## src/rtl/cpu_types_pkg.sv

```systemverilog
// Shared CPU types: machine word, opcode field, HALT encoding,
// IF/ID bundle and the fetch-stage state encoding.
package cpu_types_pkg;

   typedef logic [31:0] word_t;
   typedef logic [5:0]  opcode_t;

   localparam opcode_t HALT = 6'b111111;

   typedef struct packed {
      word_t instr;
      word_t npc;
      logic  valid;
   } if_id_t;

   typedef enum logic [1:0] {
      FETCH      = 2'd0,
      REDIR_PEND = 2'd1,
      HALTED     = 2'd2
   } fetch_state_t;

endpackage

```

## src/rtl/fetch_stage_if_id_reg.sv

```systemverilog
// IF/ID pipeline latch: flush inserts a bubble and beats en,
// en captures a fetched word, otherwise the latch holds.
module if_id_reg
   import cpu_types_pkg::*;
(
   input  logic        CLK,
   input  logic        RST,
   input  logic        en,
   input  logic        flush,
   input  logic [31:0] instr,
   input  logic [31:0] npc,
   output logic [31:0] ifid_instr,
   output logic [31:0] ifid_npc,
   output logic        ifid_valid
);

   if_id_t q;

   always_ff @(posedge CLK) begin
      if (RST || flush) begin
         q <= '0;
      end else if (en) begin
         q <= '{instr: instr, npc: npc, valid: 1'b1};
      end
   end

   assign ifid_instr = q.instr;
   assign ifid_npc   = q.npc;
   assign ifid_valid = q.valid;

endmodule

```

## src/rtl/fetch_stage.sv

```systemverilog
// Instruction fetch: PC register, next-PC selection and the
// fetch FSM that parks a redirect across an icache miss.
module fetch_stage
   import cpu_types_pkg::*;
#(
   parameter logic [31:0] PC_RESET = 32'h0000_0000
) (
   input  logic        CLK,
   input  logic        RST,
   input  logic        ihit,
   input  logic [31:0] imemload,
   input  logic        hazard,
   input  logic        branch,
   input  logic        jump,
   input  logic [31:0] redirect_pc,
   output logic        imemREN,
   output logic [31:0] imemaddr,
   output logic [31:0] ifid_instr,
   output logic [31:0] ifid_npc,
   output logic        ifid_valid,
   output logic        fetch_halted
);

   fetch_state_t state;
   word_t        pc;
   word_t        tgt_q;
   word_t        pc_plus4;

   logic redir;
   logic accept;
   logic is_halt;
   logic take;
   logic park;
   logic stop;
   logic step;
   logic en;
   logic flush;

   assign redir    = (branch | jump) & ~hazard;
   assign accept   = ihit & ~hazard;
   assign is_halt  = (imemload[31:26] == HALT);
   assign pc_plus4 = pc + 32'd4;

   // Mutually exclusive FETCH actions; hazard makes them all zero.
   assign take = redir & ihit;
   assign park = redir & ~ihit;
   assign stop = accept & ~redir & is_halt;
   assign step = accept & ~redir & ~is_halt;

   assign imemaddr = pc;
   assign imemREN  = ~RST & (state != HALTED);

   always_comb begin
      en    = 1'b0;
      flush = 1'b0;
      unique case (state)
         FETCH: begin
            en    = accept;
            flush = redir | (~ihit & ~hazard);
         end
         REDIR_PEND: flush = 1'b1;
         default: ;
      endcase
   end

   always_ff @(posedge CLK) begin
      if (RST) begin
         pc           <= PC_RESET;
         tgt_q        <= '0;
         state        <= FETCH;
         fetch_halted <= 1'b0;
      end else begin
         unique case (state)
            FETCH: begin
               unique case (1'b1)
                  take: pc <= redirect_pc;
                  park: begin
                     tgt_q <= redirect_pc;
                     state <= REDIR_PEND;
                  end
                  stop: begin
                     fetch_halted <= 1'b1;
                     state        <= HALTED;
                  end
                  step: pc <= pc_plus4;
                  default: ;
               endcase
            end
            REDIR_PEND: begin
               // Address stays stable until the miss returns.
               if (accept) begin
                  pc    <= redir ? redirect_pc : tgt_q;
                  state <= FETCH;
               end else if (redir) begin
                  tgt_q <= redirect_pc;
               end
            end
            HALTED: ;
            default: state <= FETCH;
         endcase
      end
   end

   if_id_reg u_if_id (
      .CLK        (CLK),
      .RST        (RST),
      .en         (en),
      .flush      (flush),
      .instr      (imemload),
      .npc        (pc_plus4),
      .ifid_instr (ifid_instr),
      .ifid_npc   (ifid_npc),
      .ifid_valid (ifid_valid)
   );

endmodule

```

## config.mk

```make
export PLATFORM = sky130hd
export DESIGN_NAME = fetch_stage
export DESIGN_NICKNAME = d
export VERILOG_FILES = /design/src/rtl/cpu_types_pkg.sv /design/src/rtl/fetch_stage_if_id_reg.sv /design/src/rtl/fetch_stage.sv
export SDC_FILE = /design/constraint.sdc
export NUM_CORES = 1
export LEC_CHECK = 0
export ABC_CLOCK_PERIOD_IN_PS = 6630
export CORE_AREA = 2 2 92 138
export DETAILED_ROUTE_END_ITERATION = 8
export DIE_AREA = 0 0 94 140
export PLACE_DENSITY = 0.84
export SLEW_MARGIN = 20
export SYNTH_ARGS = -nofsm -noshare
export SYNTH_HDL_FRONTEND = slang
export SYNTH_SLANG_ARGS = --single-unit
export TNS_END_PERCENT = 5
```

## constraint.sdc

```tcl
create_clock -name CLK -period 6.63 [get_ports CLK]
set_input_delay 1.326 -clock CLK [delete_from_list [all_inputs] [get_ports CLK]]
set_output_delay 1.326 -clock CLK [all_outputs]
set_load 0.02 [all_outputs]
```

# Yosys cells after proc, flatten, opt, wreduce, memory -nomap -nowiden
# Index checks and enable logic that the tools add are counted.
dict set report totals {
  regBits 132
  out_inout_bits 99
}
dict set report classes {
  eq_ne 9
  n_reduce_logical 7
  addsub 1
  bitwise 17
  muxes 12
}
# operator count
set op_table {}
lappend op_table {{$pmux 32 s2} 3}
lappend op_table {{$mux 32} 4}
lappend op_table {{$add 32x3->32 const B} 1}
lappend op_table {{$and 1x1->1} 9}
lappend op_table {{$reduce_and 3->1} 3}
lappend op_table {{$ne 2x2->1 const B} 4}
lappend op_table {{$eq 6x6->1 const B} 1}
lappend op_table {{$ne 3x3->1 const B} 2}
lappend op_table {{$not 1->1} 6}
lappend op_table {{$pmux 2 s3} 1}
lappend op_table {{$pmux 2 s2} 1}
lappend op_table {{$eq 2x1->1 const B} 1}
lappend op_table {{$eq 2x2->1 const B} 1}
lappend op_table {{$logic_not 2->1} 1}
lappend op_table {{$mux 2} 1}
lappend op_table {{$or 1x1->1} 2}
lappend op_table {{$pmux 1 s2} 1}
lappend op_table {{$reduce_and 2->1} 1}
lappend op_table {{$reduce_bool 2->1} 1}
lappend op_table {{$logic_or 1x1->1} 1}
lappend op_table {{$mux 1} 1}

# Depth between registers and ports, before layout
# Gate-level depths: netlist (run 1).
dict set report depth {
  ltp_word 7
  ltp_mapped 9
}

# Modules after synthesis
# Synthesis (run 1) repeated with hierarchy kept, for this count alone.
dict set report hier_totals {
  cells_unflattened 702
  hier_area_um2 6065.8
}
# module cells_each area_per_inst_um2 seq_area_each_um2 n_inst
set by_module_without_submodules {}
lappend by_module_without_submodules {fetch_stage 492 3726.1 1341.3 1}
lappend by_module_without_submodules {if_id_reg 210 2339.7 1301.2 1}

# Worst setup path before layout (run 1)
# No wires, ideal clock.
dict set report synth_timing {
  kind {input -> output}
  from {in RST}
  to {out imemREN}
  t_arrival_ns 2.328
  path_slack_ns 2.976
  required_ns 5.304
  path_buffers 3
  stages 4
  path_cell_list {clkbuf_1 -> clkbuf_1 -> buf_1 -> a21oi_1}
}
dict set report synth_between {
  elab_chain_cells 2
}
# item line
set synth_lines {}
lappend synth_lines {{start, declared} fetch_stage.sv:9} ;# input logic RST,
lappend synth_lines {{$not 1->1} fetch_stage.sv:51} ;# assign imemREN = ~RST & (state != HALTED);
lappend synth_lines {{$and 1x1->1} fetch_stage.sv:51}
lappend synth_lines {{end, declared} fetch_stage.sv:16} ;# output logic imemREN,
# Every way passes these cells.

# Final worst setup path (run 1)
# Ends and elaborated chain as after synthesis.

==> summary.md, run 1 <==
| Metric | Value |
|---|---|
| Run status | `completed` |
| Count of distinct cell types in the synthesized netlist | `65` |
| Dpl cells | `1043` |
| Clock buffer depth | `2` |
| WP data required | `5.30 ns` |
| Port Buf Inserts | `168` |
| Maximum operating frequency | `0.2535 GHz` |
| Number of standard-cell rows in the floorplan | `49` |
| Ys async rst share | `0` |
| Total gr overflow | `0` |
| Pwr Density | `252.6 nW/µm²` |
| Syn Std Cell Area | `6120 µm²` |
| CTS buffer count | `17` |
| Synth area leaders | `dfxtp_1 43%, nand2_1 11%, a21oi_1 7.4%` |
| Largest delay share family, worst path | `buffers and inverters` |
| Routability cong. | `0.9030` |
| Full die area | `13160 µm²` |
| GRT Util Overall | `0.2785` |
| Min-Delay Startpoint | `u_if_id.ifid_instr[7]` |
| Aggregate routed wire length | `18530 µm` |
| Area of placed instances | `7830 µm²` |
| Critical register-to-register path startpoint | `state[0]` |
| Clock network latency to the later pin of the worst-skew pair | `0.42 ns` |
| Buffer count from post-CTS setup fixing | `0` |
| Largest net degree at the start of global routing | `91` |
| Worst slack at placement | `2.482 ns` |
| Final Util | `0.7081` |
| Final Skew | `0.008915 ns` |
| Final-report hold violation count | `0` |
| First-pass DRT Iterations | `6` |
| Final routed DRC violation total | `0` |
| Clock sinks | `132` |
| Synthesized flop and latch total | `132` |
| Count of inserted antenna diode cells | `0` |
| CTS clock-pin slew for the worst setup and hold paths | `0.06 ns` |
| CTS tree | `done` |
| Sequential-to-total area share from yosys stat | `0.4318` |
| Setup Total Neg Slack | `0 ns` |
| Synthesized netlist cell count | `778` |
| Floorplan die width | `94 µm` |
| Boundary pin count | `169` |
| Number of buffer and inverter instances along the worst setup path | `3` |
| Post-route worst setup slack | `2.685 ns` |
| Critical path startpoint | `RST` |
| Height of the die | `140 µm` |
| Via count of the first global-routing pass | `5748` |
| Wire length of the first global-routing pass | `29010 µm` |
| Crit path cell chain | `buf_2, buf_4, a21oi_1, clkdlybuf4s50_1` |
| Most used flip-flop cell after synthesis | `dfxtp_1` |
| Worst Setup End Kind | `primary output` |
| Top cell type by total area after synthesis | `dfxtp_1` |
| Post-detailed-placement half-perimeter wirelength | `12860 µm` |
| Post_cts resized | `0` |
| CP peak stage delay | `0.57 ns` |
| Routed wire length per instance | `17.24 µm` |
| Initial standard-cell utilization of the core | `0.5119` |
| Core Footprint | `11960 µm²` |
| Unrepaired setup endpoints after global routing | `false` |
| Critical path's slowest cell | `clkdlybuf4s50_1` |
| Layout cells sized above 1 | `0.07375` |
| Synth warn | `0` |
| Mapped Nets | `849` |
| Average cell area after synthesis | `7.866 µm²` |
| Layout-stage area growth over the synthesis result | `38.34%` |
| Critical Path Start Type | `input pin` |
| CP max FO | `68` |
| CTS hold repair buffers | `0` |
| Critical path start-end classification | `in2out` |
| Post-layout nets | `980` |
| DR iter-0 viols | `584` |
| Post-route insts no fill | `1075` |
| Number of flops mapped to enable cells by yosys | `0` |
| Least-Margin Pin Slew | `1.000 ns` |
| Detail-routed via count per cell | `5.868` |
| Normalized max-slew margin | `0.3316` |
| Number of pins exceeding their max-slew limit in the final report | `0` |
| Number of violations of the max-capacitance limit | `0` |
| Crit path DAT | `2.62 ns` |
| Minimum clock period | `3.946 ns` |
| Period Utilization, post-route | `0.5951` |
| Maximum vdd ir drop | `0.1929 mV` |
| Top cells by instance count after synthesis | `172 x nand2_1, 132 x dfxtp_1, 90 x a21oi_1, 66 x nor2_1, 54 x clkbuf_1` |
| CTS root buf | `clkbuf_16` |
| Antenna-violating nets left | `0` |
| Fraction of post-synthesis cell area in the top cell type by area | `0.4318` |
| Initial antenna violation count | `0` |
| HP Class | `reg2reg` |
| Leakage power | `2.867 nW` |
| Top-count cell post-synth | `nand2_1` |
| Vias | `6308` |
| H-tree levels | `4` |
| Final design area excluding fillers | `8466 µm²` |
| Final-report setup violation count | `0` |
## placed cells by master, fill, tap and decap left out, types with 4 or more instances in the layout
master	instances
a31oi_1	8
nand3b_1	4
nand3_1	24
nor2_1	66
nor3_1	20
o32ai_1	5
clkbuf_16	17
nand2_1	172
o21ai_0	10
nor4_1	4
and4_1	6
a311oi_1	4
a311o_1	4
nand4_1	10
a21o_1	4
clkdlybuf4s50_1	167
xnor2_1	16
and3_1	7
o221ai_1	5
inv_1	7
buf_4	9
bufinv_16	4
a21oi_1	90
clkinvlp_4	4
mux2i_1	4
a31o_2	7
or3_1	4
a211oi_1	31
dfxtp_1	132
xor2_1	11
## through the flow
step / total power [mW] / hold slack, ns
finish: 2.139 / 0.4521
floorplan: 1.019 / 0.4319
global route: 2.211 / 0.4658
detailed placement: 1.149 / 0.4432
global placement: 1.144 / 0.4406
CTS: 2.148 / 0.4517
## kinds of logic (layout without fill, tap and decap cells)
logic type | after synthesis | count (layout) | share of synthesized area
muxes | 4 | 4 | 0.006543
DFF | 132 | 132 | 0.4318
xor gates and xnor gates | 27 | 27 | 0.03864
and+or+nand+nor | 340 | 340 | 0.2560
adders and majority gates | 1 | 1 | 0.002044
AOI/OAI and AO/OA | 202 | 202 | 0.2186
buffers and inverters | 72 | 216 | 0.04641
## per-layer routing
layer / wire, µm / part of all wire / GRT usage
met4: 694 / 0.037 / 0.1404
met1: 7181 / 0.39 / 0.3333
met3: 1500 / 0.081 / 0.05702
met5: 0 / 0 / 0
met2: 9157 / 0.49 / 0.4673
## layout make-up
| type | count | area (µm²) |
|---|---|---|
| fill | 997 | 3490 |
| multi-input combinational | 574 | 3227 |
| sequential | 132 | 2643 |
| timing repair buffer | 177 | 1744 |
| clock buffer | 20 | 456.7 |
| tap | 153 | 191.4 |
| clock inverter | 12 | 177.7 |
| inverter | 7 | 26.28 |
## state kept, by name (all words and copies together), names as in the netlist
register            flops
state                   2
fetch_halted            1
tgt_q                  32
u_if_id.ifid_valid      1
imemaddr               32
u_if_id.ifid_instr     32
u_if_id.ifid_npc       32
## worst reg2reg max path, stage by stage, from the launching register on
cell and delay, ns:
dfxtp_1 0.48, nor2b_1 0.84, nand2_1 0.77, nand2_1 0.50
o221ai_1 0.22, o21ai_0 0.18
## path summary, 6_finish.rpt
check	to	slack (ns)	depth (start not counted)
setup / recovery	imemREN	2.68	4
setup reg to reg	imemaddr[10]	3.57	5
hold / removal	u_if_id.ifid_instr[7]	0.45	2
hold reg to reg	u_if_id.ifid_instr[7]	0.45	2
## power by group
part / switching, mW / internal (mW) / leakage (nW) / total (mW)
clock: 0.353 / 0.649 / 0.299 / 1.00
sequential: 0.0372 / 0.825 / 1.07 / 0.862
combinational: 0.149 / 0.125 / 1.49 / 0.274
Power figures use the tool's default switching activity.
==> inputs of run 2 (changes only) <==
- ABC_CLOCK_PERIOD_IN_PS: 6630 -> 3600
- CORE_AREA: 2 2 92 138 -> 2 2 100 150
- DIE_AREA: 0 0 94 140 -> 0 0 102 152
- PLACE_DENSITY: 0.84 -> 0.76
- clock period: 6.63 -> 3.6 ns (I/O delays scaled with it)
==> summary.md, run 2 (synthesized netlist as in run 1, its figures left out) <==
| Metric | Value |
|---|---|
| Run status | `completed (unchanged)` |
| Full die area | `15500 µm² (was 13160 µm²)` |
| CTS hold repair buffers | `0 (unchanged)` |
| First-pass DRT Iterations | `5 (was 6)` |
| Maximum vdd ir drop | `0.2375 mV (was 0.1929 mV)` |
| Critical path start-end classification | `in2reg (was in2out)` |
| Share of total power in the clock network | `0.445 (was 0.469)` |
| Floorplan die width | `102 µm (was 94 µm)` |
| Final design area excluding fillers | `8527 µm² (was 8466 µm²)` |
| Normalized max-slew margin | `0.4050 (was 0.3316)` |
| Largest net degree at the start of global routing | `91 (unchanged)` |
| Area of placed instances | `7956 µm² (was 7830 µm²)` |
| Post-route worst setup slack | `0.6678 ns (was 2.685 ns)` |
| Final Util | `0.5953 (was 0.7081)` |
| CTS tree | `done (unchanged)` |
| Critical Path Start Type | `input pin (unchanged)` |
| Core Footprint | `14320 µm² (was 11960 µm²)` |
| Final Skew | `0.01064 ns (was 0.008915 ns)` |
| Height of the die | `152 µm (was 140 µm)` |
| Count of inserted antenna diode cells | `0 (unchanged)` |
| Layout cells sized above 1 | `0.07767 (was 0.07375)` |
| Net load switching power | `0.9596 mW (was 0.5398 mW)` |
| Final-report hold violation count | `0 (unchanged)` |
| Pwr Density | `444.3 nW/µm² (was 252.6 nW/µm²)` |
| Buffer count from post-CTS setup fixing | `0 (unchanged)` |
| Clock network latency to the later pin of the worst-skew pair | `0.41 ns (was 0.42 ns)` |
| Highest-count cells in the layout ignoring fill and taps | `172 x nand2_1, 167 x clkdlybuf4s50_1, 132 x dfxtp_1, 90 x a21oi_1, 66 x nor2_1 (unchanged)` |
| Post-layout nets | `988 (was 980)` |
| Layout-stage area growth over the synthesis result | `39.34% (was 38.34%)` |
| Final routed DRC violation total | `0 (unchanged)` |
| Unrepaired setup endpoints after global routing | `false (unchanged)` |
| Maximum operating frequency | `0.3410 GHz` |
| Via count of the first global-routing pass | `5703 (was 5748)` |
| Crit path DAT | `3.24 ns (was 2.62 ns)` |
| Number of pins exceeding their max-slew limit in the final report | `0 (unchanged)` |
| Aggregate routed wire length | `18940 µm (was 18530 µm)` |
| Vias | `6265 (was 6308)` |
| Clock buffer depth | `2 (unchanged)` |
| Routability cong. | `0.8490 (was 0.9030)` |
| Setup Total Neg Slack | `0 ns (unchanged)` |
| Number of standard-cell rows in the floorplan | `54 (was 49)` |
| CP max FO | `13 (was 68)` |
| Antenna-violating nets left | `0 (unchanged)` |
| Detail-routed via count per cell | `5.579 (was 5.868)` |
| Most common cell after layout, fill and taps aside | `nand2_1 (unchanged)` |
| Minimum clock period | `2.932 ns` |
| Initial standard-cell utilization of the core | `0.4272 (was 0.5119)` |
| Boundary pin count | `169 (unchanged)` |
| DR iter-0 viols | `430 (was 584)` |
| Power share of the sequential group | `0.419 (was 0.403)` |
| GRT Util Overall | `0.2390 (was 0.2785)` |
| CTS clock-pin slew for the worst setup and hold paths | `0.06 ns (about the same)` |
| CTS buffer count | `17 (unchanged)` |
| WP data required | `3.91 ns (was 5.30 ns)` |
| CTS root buf | `clkbuf_16 (unchanged)` |
| Wire length of the first global-routing pass | `29350 µm (was 29010 µm)` |
| Share of total power in combinational logic | `0.136 (was 0.128)` |
| Leakage power | `2.882 nW (was 2.867 nW)` |
| Clock sinks | `132 (unchanged)` |
| Post_cts resized | `0 (unchanged)` |
| Least-Margin Pin Slew | `0.8891 ns (was 1.000 ns)` |
| Hold Worst Slack | `0.4504 ns (was 0.4521 ns)` |
| Internal power of the cells | `2.829 mW (was 1.599 mW)` |
| Number of violations of the max-capacitance limit | `0 (unchanged)` |
| Worst slack at placement | `0.3171 ns (was 2.482 ns)` |
| Final-report setup violation count | `0 (unchanged)` |
| Total gr overflow | `0 (unchanged)` |
| Switching part of the total | `0.2533 (was 0.2524)` |
| Port Buf Inserts | `168 (unchanged)` |
| Worst Setup End Kind | `flip-flop (was primary output)` |
| Routed wire length per instance | `16.86 µm (was 17.24 µm)` |
| Post-detailed-placement half-perimeter wirelength | `13620 µm (was 12860 µm)` |
| HP Class | `reg2reg (unchanged)` |
| Period Utilization, post-route | `0.8145` |
| H-tree levels | `4 (unchanged)` |
| Initial antenna violation count | `0 (unchanged)` |
-- run 2: cell count changes in the layout (fill, tap and decap cells not counted) --
| cell | previous run | this run |
|---|---|---|
| clkinvlp_4 | 4 | 3 |
| buf_4 | 9 | 16 |
| clkbuf_8 | 2 | 0 |
| buf_12 | 0 | 1 |
| bufinv_16 | 4 | 3 |
| clkinv_2 | 2 | 3 |
| clkbuf_1 | 1 | 2 |
| inv_6 | 1 | 0 |
-- run 2: area by class of cell --
type                    count  area [µm²]
multi-input cells         574        3227
inverters                   7       26.28
clock buffers              19       432.9
fillers                  1304        5797
flip-flops and latches    132        2643
repair buffers            185        1817
well taps                 196       245.2
clock inverters            10       136.4
-- run 2: path summary, 6_finish.rpt --
kind	start	slack, ns	to	cells past startpoint
min reg2reg	u_if_id.ifid_instr[8]	0.45	u_if_id.ifid_instr[8]	2
max reg2reg	imemaddr[3]	0.88	imemaddr[20]	6
min	u_if_id.ifid_instr[8]	0.45	u_if_id.ifid_instr[8]	2
max	jump	0.67	imemaddr[9]	6
-- run 2: power groups by stage --
stage	Combinational [mW]	Clock, mW	Sequential [mW]
final	0.517	1.69	1.59
after global routing	0.560	1.76	1.59
after CTS	0.517	1.71	1.58
after floorplan	0.237	0	1.64
after global placement	0.509	0	1.61
after detailed placement	0.514	0	1.61
-- run 2: metrics by stage --
stage | power (mW) | cells
finish | 3.789 | 1123
global route | 3.917 | 1123
CTS | 3.811 | 1123
detailed placement | 2.129 | 1094
global placement | 2.122 | 1094
floorplan | 1.877 | 778
-- run 2: critical path, cell delays in order --
cell and delay [ns]:
clkdlybuf4s50_1 0.49, o21bai_1 0.71, nand2_1 0.50, buf_4 0.34, o221a_2 0.27, a22o_1 0.19
-- run 2: layer usage --
metal	wire, µm	vias to the layer above	GRT usage
li1	-	3033	-
met3	1230	54	0.04416
met5	0	-	0
met2	9470	277	0.4048
met1	7612	2901	0.2862
met4	621	0	0.1137
